### src/rtl/led_pattern_gen.sv
// led_pattern_gen: multi-channel LED driver with a shared tick prescaler.
// Each channel runs OFF, ON, BLINK or BREATHE (triangular PWM duty ramp).
module led_pattern_gen #(
  parameter int CLK_HZ   = 100_000_000,
  parameter int TICK_HZ  = 1_000,
  parameter int N_CH     = 4,
  parameter int DIV_W    = 16,
  parameter int PWM_BITS = 8,
  parameter int RST_HALF = 500
) (
  input  logic                    clk,
  input  logic                    rst,
  input  logic                    cfg_wr,
  input  logic [$clog2(N_CH)-1:0] cfg_ch,
  input  logic [1:0]              cfg_mode,
  input  logic [DIV_W-1:0]        cfg_half,
  output logic                    cfg_err,
  output logic                    tick_o,
  output logic [N_CH-1:0]         led
);

  localparam int CH_W  = $clog2(N_CH);
  localparam int DIV   = CLK_HZ / TICK_HZ;
  localparam int PRE_W = $clog2(DIV);

  localparam logic [1:0] M_OFF = 2'd0;
  localparam logic [1:0] M_ON  = 2'd1;
  localparam logic [1:0] M_BLK = 2'd2;
  localparam logic [1:0] M_BRE = 2'd3;

  localparam logic [PRE_W-1:0]    PRE_LAST = PRE_W'(DIV - 1);
  localparam logic [PWM_BITS-1:0] DUTY_MAX = {PWM_BITS{1'b1}};

  logic [PRE_W-1:0]    r_pre;
  logic [PWM_BITS-1:0] r_pwm;
  logic                r_err;
  logic                w_tick;

  assign w_tick  = (r_pre == PRE_LAST);
  assign tick_o  = w_tick;
  assign cfg_err = r_err;

  // Prescaler: 0..DIV-1, tick fires on the last count.
  always_ff @(posedge clk) begin
    if (rst) begin
      r_pre <= '0;
    end else if (w_tick) begin
      r_pre <= '0;
    end else begin
      r_pre <= r_pre + 1'b1;
    end
  end

  // Shared free-running PWM counter.
  always_ff @(posedge clk) begin
    if (rst) begin
      r_pwm <= '0;
    end else begin
      r_pwm <= r_pwm + 1'b1;
    end
  end

  // Flag writes aimed at a channel that does not exist.
  always_ff @(posedge clk) begin
    if (rst) begin
      r_err <= 1'b0;
    end else begin
      r_err <= cfg_wr && (32'(cfg_ch) >= N_CH);
    end
  end

  for (genvar g = 0; g < N_CH; g++) begin : g_ch
    logic [1:0]          r_mode;
    logic [DIV_W-1:0]    r_half;
    logic [DIV_W-1:0]    r_tcnt;
    logic                r_phase;
    logic                r_dir;
    logic [PWM_BITS-1:0] r_duty;
    logic                r_led;
    logic                w_wr;
    logic                w_run;
    logic [DIV_W-1:0]    w_last;
    logic                w_evt;

    assign w_wr   = cfg_wr && (cfg_ch == CH_W'(g));
    assign w_run  = r_mode[1];
    assign w_last = (r_half == '0) ? '0 : r_half - 1'b1;
    assign w_evt  = w_tick && w_run && (r_tcnt == w_last);
    assign led[g] = r_led;

    // Channel state: config write restarts, events advance the pattern.
    always_ff @(posedge clk) begin
      if (rst) begin
        r_mode  <= M_OFF;
        r_half  <= DIV_W'(RST_HALF);
        r_tcnt  <= '0;
        r_phase <= 1'b0;
        r_dir   <= 1'b0;
        r_duty  <= '0;
      end else if (w_wr) begin
        r_mode  <= cfg_mode;
        r_half  <= cfg_half;
        r_tcnt  <= '0;
        r_phase <= 1'b0;
        r_dir   <= 1'b0;
        r_duty  <= '0;
      end else if (w_tick && w_run) begin
        if (w_evt) begin
          r_tcnt <= '0;
          if (r_mode == M_BLK) begin
            r_phase <= ~r_phase;
          end else if (!r_dir) begin
            if (r_duty == DUTY_MAX) r_dir <= 1'b1;
            else r_duty <= r_duty + 1'b1;
          end else begin
            if (r_duty == '0) r_dir <= 1'b0;
            else r_duty <= r_duty - 1'b1;
          end
        end else begin
          r_tcnt <= r_tcnt + 1'b1;
        end
      end
    end

    // Registered LED drive from the current mode.
    always_ff @(posedge clk) begin
      if (rst) begin
        r_led <= 1'b0;
      end else begin
        unique case (r_mode)
          M_OFF:   r_led <= 1'b0;
          M_ON:    r_led <= 1'b1;
          M_BLK:   r_led <= r_phase;
          M_BRE:   r_led <= (r_pwm < r_duty);
          default: r_led <= 1'b0;
        endcase
      end
    end
  end

endmodule

### config.mk
export PLATFORM = sky130hd
export DESIGN_NAME = led_pattern_gen
export DESIGN_NICKNAME = d
export VERILOG_FILES = /design/src/rtl/led_pattern_gen.sv
export SDC_FILE = /design/constraint.sdc
export NUM_CORES = 1
export LEC_CHECK = 0
export CAP_MARGIN = 20
export CELL_PAD_IN_SITES_DETAIL_PLACEMENT = 1
export CELL_PAD_IN_SITES_GLOBAL_PLACEMENT = 2
export CORE_ASPECT_RATIO = 1.25
export CORE_UTILIZATION = 41
export DETAILED_ROUTE_END_ITERATION = 6
export PLACE_DENSITY = 0.95
export SLEW_MARGIN = 20
export SYNTH_ARGS = -nofsm -noshare
export SYNTH_HDL_FRONTEND = slang
export SYNTH_SLANG_ARGS = --single-unit
### constraint.sdc
create_clock -name clk -period 6.6 [get_ports clk]
set_input_delay 1.32 -clock clk [delete_from_list [all_inputs] [get_ports clk]]
set_output_delay 1.32 -clock clk [all_outputs]
set_load 0.02 [all_outputs]
Word-level counts from Yosys, hierarchy flattened
Cells that the tools add are included.

Bits of input ports: 23. Output and inout bits: 6. Register bits: 205.

Bitwise gates (word level): 8. Multiplexer cells: 36. $add $sub $neg: 18. $lt $le $gt $ge: 4. Eq/ne operators: 32. Reductions and logical operators: 42.

Operators with widths (number): $mux W16 (8); $mux W8 (12); $add A16 B1 Y16 const B (4); $eq A16 B16 Y1 (4); $logic_not A16 Y1 (4); $sub A16 B1 Y16 const B (4); $add A8 B1 Y8 const B (5); $eq A8 B8 Y1 const B (4); $logic_not A8 Y1 (4); $lt A8 B8 Y1 (4); $sub A8 B1 Y8 const B (4); $reduce_and A3 Y1 (8); $eq A2 B2 Y1 const B (10); $reduce_and A5 Y1 (4); $add A17 B1 Y17 const B (1); $eq A17 B17 Y1 const B (1); $ne A2 B2 Y1 const B (8); $pmux W1 S4 (4); $logic_and A1 B1 Y1 (12); $mux W1 (12); $eq A2 B1 Y1 const B (5); $logic_not A2 Y1 (5); $reduce_or A2 Y1 (5); $not A1 Y1 (8).

Longest topological paths before layout
Word-level depth: 5. Gate-level depth with buffers: 13.

Worst setup path after synthesis
OpenSTA, ideal clock, no wires.

Kind: reg-to-reg. Start: reg g_ch[2].r_half[0]. End: reg g_ch[2].r_duty[7]. Stages on the path, launching flop included: 14. Path buffers: 3. Clock period less this slack: 3.365 ns. Data arrival time: 3.251 ns. Path slack: 3.235 ns. Required time: 6.485 ns. Path through: dfxtp_1 > clkbuf_1 > inv_1 > ha_1 > or3b_1 > clkbuf_1 > nor4_1 > o221ai_1 > o32a_1 > o22a_1 > or3_1 > clkbuf_1 > o31a_1 > o21a_1.

Word-level cells in the longest chain between the ends: 5. Elaborated cells on any way between the ends: 6. Classes of those cells: 1 x add/sub; 1 x eq/ne; 1 x mux; 3 x reduce/logical.

Ends and longest elaborated chain: from (decl) (line 74) `logic [DIV_W-1:0] r_half;`; from (signal assigned) (line 95) `r_half <= DIV_W'(RST_HALF);`; from (signal assigned) (line 102) `r_half <= cfg_half;`; $sub A16 B1 Y16 or $logic_not A16 Y1 (tied branches) (line 87) `assign w_last = (r_half == '0) ? '0 : r_half - 1'b1;`; $mux W16 (*) (line 87); $eq A16 B16 Y1 (*) (line 88) `assign w_evt = w_tick && w_run && (r_tcnt == w_last);`; $logic_and A1 B1 Y1 (*) (line 88); $reduce_and A5 Y1 (no source line) (*); to (signal assigned) (line 114) `else r_duty <= r_duty + 1'b1;`; to (signal assigned) (line 117) `else r_duty <= r_duty - 1'b1;`; to (decl) (line 78) `logic [PWM_BITS-1:0] r_duty;`.

Mark *: on every way between the ends. The rest lies on a longest branch, timed or not. A chain may end at the register's enable or synchronous reset.

Worst setup path in the final report
Start: reg g_ch[3].r_half[0]. End: reg g_ch[3].r_duty[1].

Word-level cells in the longest chain between the ends: 5. Elaborated cells on any way between the ends: 6. Classes of those cells: 1 x add/sub; 1 x eq/ne; 1 x mux; 3 x reduce/logical.

Ends and longest elaborated chain (line): from (decl) (74); from (signal assigned) (95); from (signal assigned) (102); $sub A16 B1 Y16 or $logic_not A16 Y1 (tied branches) (87); $mux W16 (*) (87); $eq A16 B16 Y1 (*) (88); $logic_and A1 B1 Y1 (*) (88); $reduce_and A5 Y1 (no source line) (*); to (signal assigned) (114); to (signal assigned) (117); to (decl) (78).

Marks and branches as above.

==> metrics.yaml <==
outcome:
  status: "finished, violations left"
  violations: "DRC"
grt:
  use_met2_pct: 41.9
  antenna_found_initial: 0
  top_usage_layer: "met2"
  grt_pass1_vias: 13200
  grt_use_met1_pct: 29.5
  met3_usage_pct: 2.39
  grt_pass1_wl_mm: 67.9
  overflow: 0
  track_usage_pct: 23.9
  grt_max_degree: 57
floorplanning:
  fp.dieH_um: 207
  dieArea_um2: 34400
  num_rows: 74
  coreArea_um2: 32900
  io_pins: 29
  die_x_um: 166
  start_util_pct: 41.9
routing:
  wl_per_cell_um: 18.9
  routed_wl_mm: 41.3
  final_antenna_net_count: 0
  drc: 2
  drt-vias-per-instance: 5.92
  drtIter0Drc: 577
  dr_total_vias: 12900
  dr.pass1.iters: 7
synthesis:
  postSynthAreaPerCell_um2: 7.72
  synth.top_cell.area_share_pct: 29.8
  synth_nets: 1874
  yosysUniqueCellTypes: 87
  syn_inst: 1785
  async_flop_share_pct: 0
  yosysSeqAreaShare_pct: 29.8
  ys_seq_elements: 205
  synth-main-ff-cell: "dfxtp_1"
  yosys_warnings: 0
  synth_top_cell_by_area: "dfxtp_1"
  synthTopCellsByArea: "dfxtp_1, nand2_1, ha_1"
  syn_area_um2: 13800
  synth-edff-count: 0
clock_tree:
  cts_tree: "done"
  htreeDepth: 1
  clockBufferDepth: 3
  cts_root_buf: "clkbuf_16"
  clkLatencyLatePin_ns: 0.56
  numCtsBuffers: 24
  hold_buffers: 0
  cts_setup_buffers: 0
  cts.sinks: 205
  clk_pin_slew_worst_paths_ns: 0.06
  cts_resized: 0
final_layout:
  nFillCells: 4019
  syn2layout_area_growth_pct: 9.68
  fin_nets: 1838
  layout-drive-gt1-share_pct: 4.81
  post-route-util_pct: 46.0
setup_path:
  path_cells: "inv_1 > ha_1 > nor4b_1 > nand4_1 > a2bb2oi_1 > o311ai_0 > or4b_1 > nor4b_4 > mux2_1 > nor2_1"
  path_delay_family: "simple AND/OR/NAND/NOR gates"
  critPathLaunch: "g_ch[3].r_half[0]"
  slowest_stage: "nor4b_1"
  crit_type: "reg -> reg"
  slowest_delay_ns: 0.73
  cp_max_fo: 11
  worst_setup_path_start_kind: "register"
  cp.buffers_inverters: 1
  required_ns: 7.06
  r2r_start: "g_ch[3].r_half[0]"
  arrival_ns: 4.55
  worstSetupEndpointType: "register"
power_and_ir_drop:
  seqPwrFrac_pct: 44.1
  switching_share_pct: 25.5
  clkPwrFrac_pct: 48.0
  comb_power_share_pct: 7.9
  power.switching_uw: 753
  power.internal_mw: 2.20
  p_leak_nw: 5.35
  ir_drop_mv: 0.178
  power_density_nw_per_um2: 195
timing:
  fin_crit_sh_pct: 61.9
  worst_pin_slew_ns: 1.02
  setup_violations: 0
  maxSlewHeadroom_pct: 31.8
  rsz0062_at_grt: "no"
  finalHoldViolations: 0
  slew_viol_final: 0
  finalSetupTns_ns: 0
  clock.fmax_ghz: 0.245
  clock_skew_ns: 0.0350
  min_period_ns: 4.09
placed_design:
  portBuffers: 27
  dp_hpwl_mm: 30.7
  globalplace.congestion: 0.859
worst_hold_path:
  hp-class: "reg -> reg"
  min_from: "r_pre[0]"
run:
  drv_cap: 0
logic make-up (layout without fill, tap and decap cells):
group / count (synthesis) / after routing / share of synthesized area (%)
buffers and inverters: 168 / 150 / 4.85
other: 1 / 2 / 0.0272
adders and majority gates: 66 / 66 / 6.21
xor gates and xnor gates: 154 / 154 / 10.2
and+or+nand+nor: 832 / 832 / 31.2
muxes: 27 / 27 / 2.01
AOI/OAI and AO/OA: 332 / 332 / 15.7
DFF: 205 / 205 / 29.8
registers in the layout (all words and copies together) (netlist names):
| signal | flops |
|---|---|
| g_ch.r_duty | 32 |
| g_ch.r_tcnt | 64 |
| g_ch.r_phase | 4 |
| g_ch.r_mode | 8 |
| g_ch.r_dir | 4 |
| r_pre | 17 |
| r_pwm | 8 |
| g_ch.r_half | 64 |
| g_ch.r_led | 4 |
metrics by stage:
stage	setup slack (ns)	std cells	area, µm²	total power [mW]	hold slack [ns]
2_1_floorplan	3.23	1785	13800	1.48	0.418
3_3_place_gp	2.44	2141	14300	1.55	0.427
3_5_place_dp	2.25	2141	14300	1.56	0.438
4_1_cts	2.25	2185	15100	3.00	0.452
5_1_grt	2.23	2185	15100	3.07	0.467
6_report	2.51	2186	15100	2.95	0.447
area by class of cell:
| type | instances | area [µm²] | area share (%) |
|---|---|---|---|
| Sequential cell | 205 | 4100 | 27.1 |
| Timing Repair Buffer | 40 | 363 | 2.40 |
| Multi-Input combinational cell | 1412 | 9050 | 59.8 |
| Antenna cell | 1 | 2.50 | 0.0165 |
| Tap cell | 418 | 523 | 3.46 |
| Inverter | 66 | 248 | 1.64 |
| Clock buffer | 30 | 643 | 4.25 |
| Clock inverter | 14 | 191 | 1.27 |
power groups by stage:
| stage | clock (mW) | sequential [mW] | combinational [mW] |
|---|---|---|---|
| finish | 1.42 | 1.30 | 0.233 |
| global route | 1.51 | 1.31 | 0.255 |
| CTS | 1.46 | 1.30 | 0.233 |
| detailed placement | 0 | 1.33 | 0.230 |
| global placement | 0 | 1.33 | 0.223 |
| floorplan | 0 | 1.30 | 0.175 |
cells in the final DEF, fill, tap and decap left out, drive strengths merged, types with 6 or more instances in the layout:
cell type / instances
nand2: 235
dfxtp: 205
nor2: 184
a21oi: 131
xnor2: 79
xor2: 71
inv: 66
nand4: 65
ha: 62
nand3: 50
nor4: 45
nor3: 41
o21ai: 40
nand2b: 30
nand3b: 30
and3: 30
clkbuf: 30
a21o: 27
clkdlybuf4s50: 26
mux2i: 22
or4: 18
nor2b: 17
o31ai: 17
or3: 16
and4: 15
buf: 14
or2: 14
o211ai: 13
a211oi: 10
and2: 9
o21a: 9
nor3b: 9
nand4b: 8
o41ai: 8
a211o: 7
a31oi: 6
a311oi: 6
nor4b: 6
clkinv: 6
worst reg2reg max path, delay by kind of cell, from the launching register on:
kind / cells / cell delay [ns]
AOI/OAI and AO/OA: 2 / 0.37
adders and majority gates: 1 / 0.39
buffers and inverters: 1 / 0.08
DFF: 1 / 0.36
muxes: 1 / 0.38
and+or+nand+nor: 5 / 2.43
synth_stat cells (7+ instances only):
cell type  instances
a211o_1            7
a211oi_1          10
a21o_1            27
a21oi_1          131
and2_1             9
and3_1            30
and4_1            15
buf_1              9
buf_2              8
clkbuf_1          78
dfxtp_1          205
ha_1              62
inv_1             66
mux2i_1           22
nand2_1          235
nand2b_1          30
nand3_1           50
nand3b_1          30
nand4_1           65
nand4b_1           8
nor2_1           184
nor2b_1           17
nor3_1            39
nor3b_1            9
nor4_1            37
o211ai_1          13
o21a_1             9
o21ai_0           26
o21ai_1           14
o31ai_1           17
o41ai_1            8
or2_2             10
or3_1             16
or4_1             17
xnor2_1           79
xor2_1            71
worst paths after layout:
kind,end,slack [ns],cells past startpoint
max,g_ch[3].r_duty[1],2.51,10
min,r_pre[0],0.45,1
max reg2reg,g_ch[3].r_duty[1],2.51,10
min reg2reg,r_pre[0],0.45,1
per-layer routing:
metal | vias up | routed length [µm]
met5 | - | 0
met3 | 76 | 1210
li1 | 6299 | -
met4 | 0 | 1590
met1 | 6391 | 18500
met2 | 178 | 20100
(Power assumes the default switching activity.)
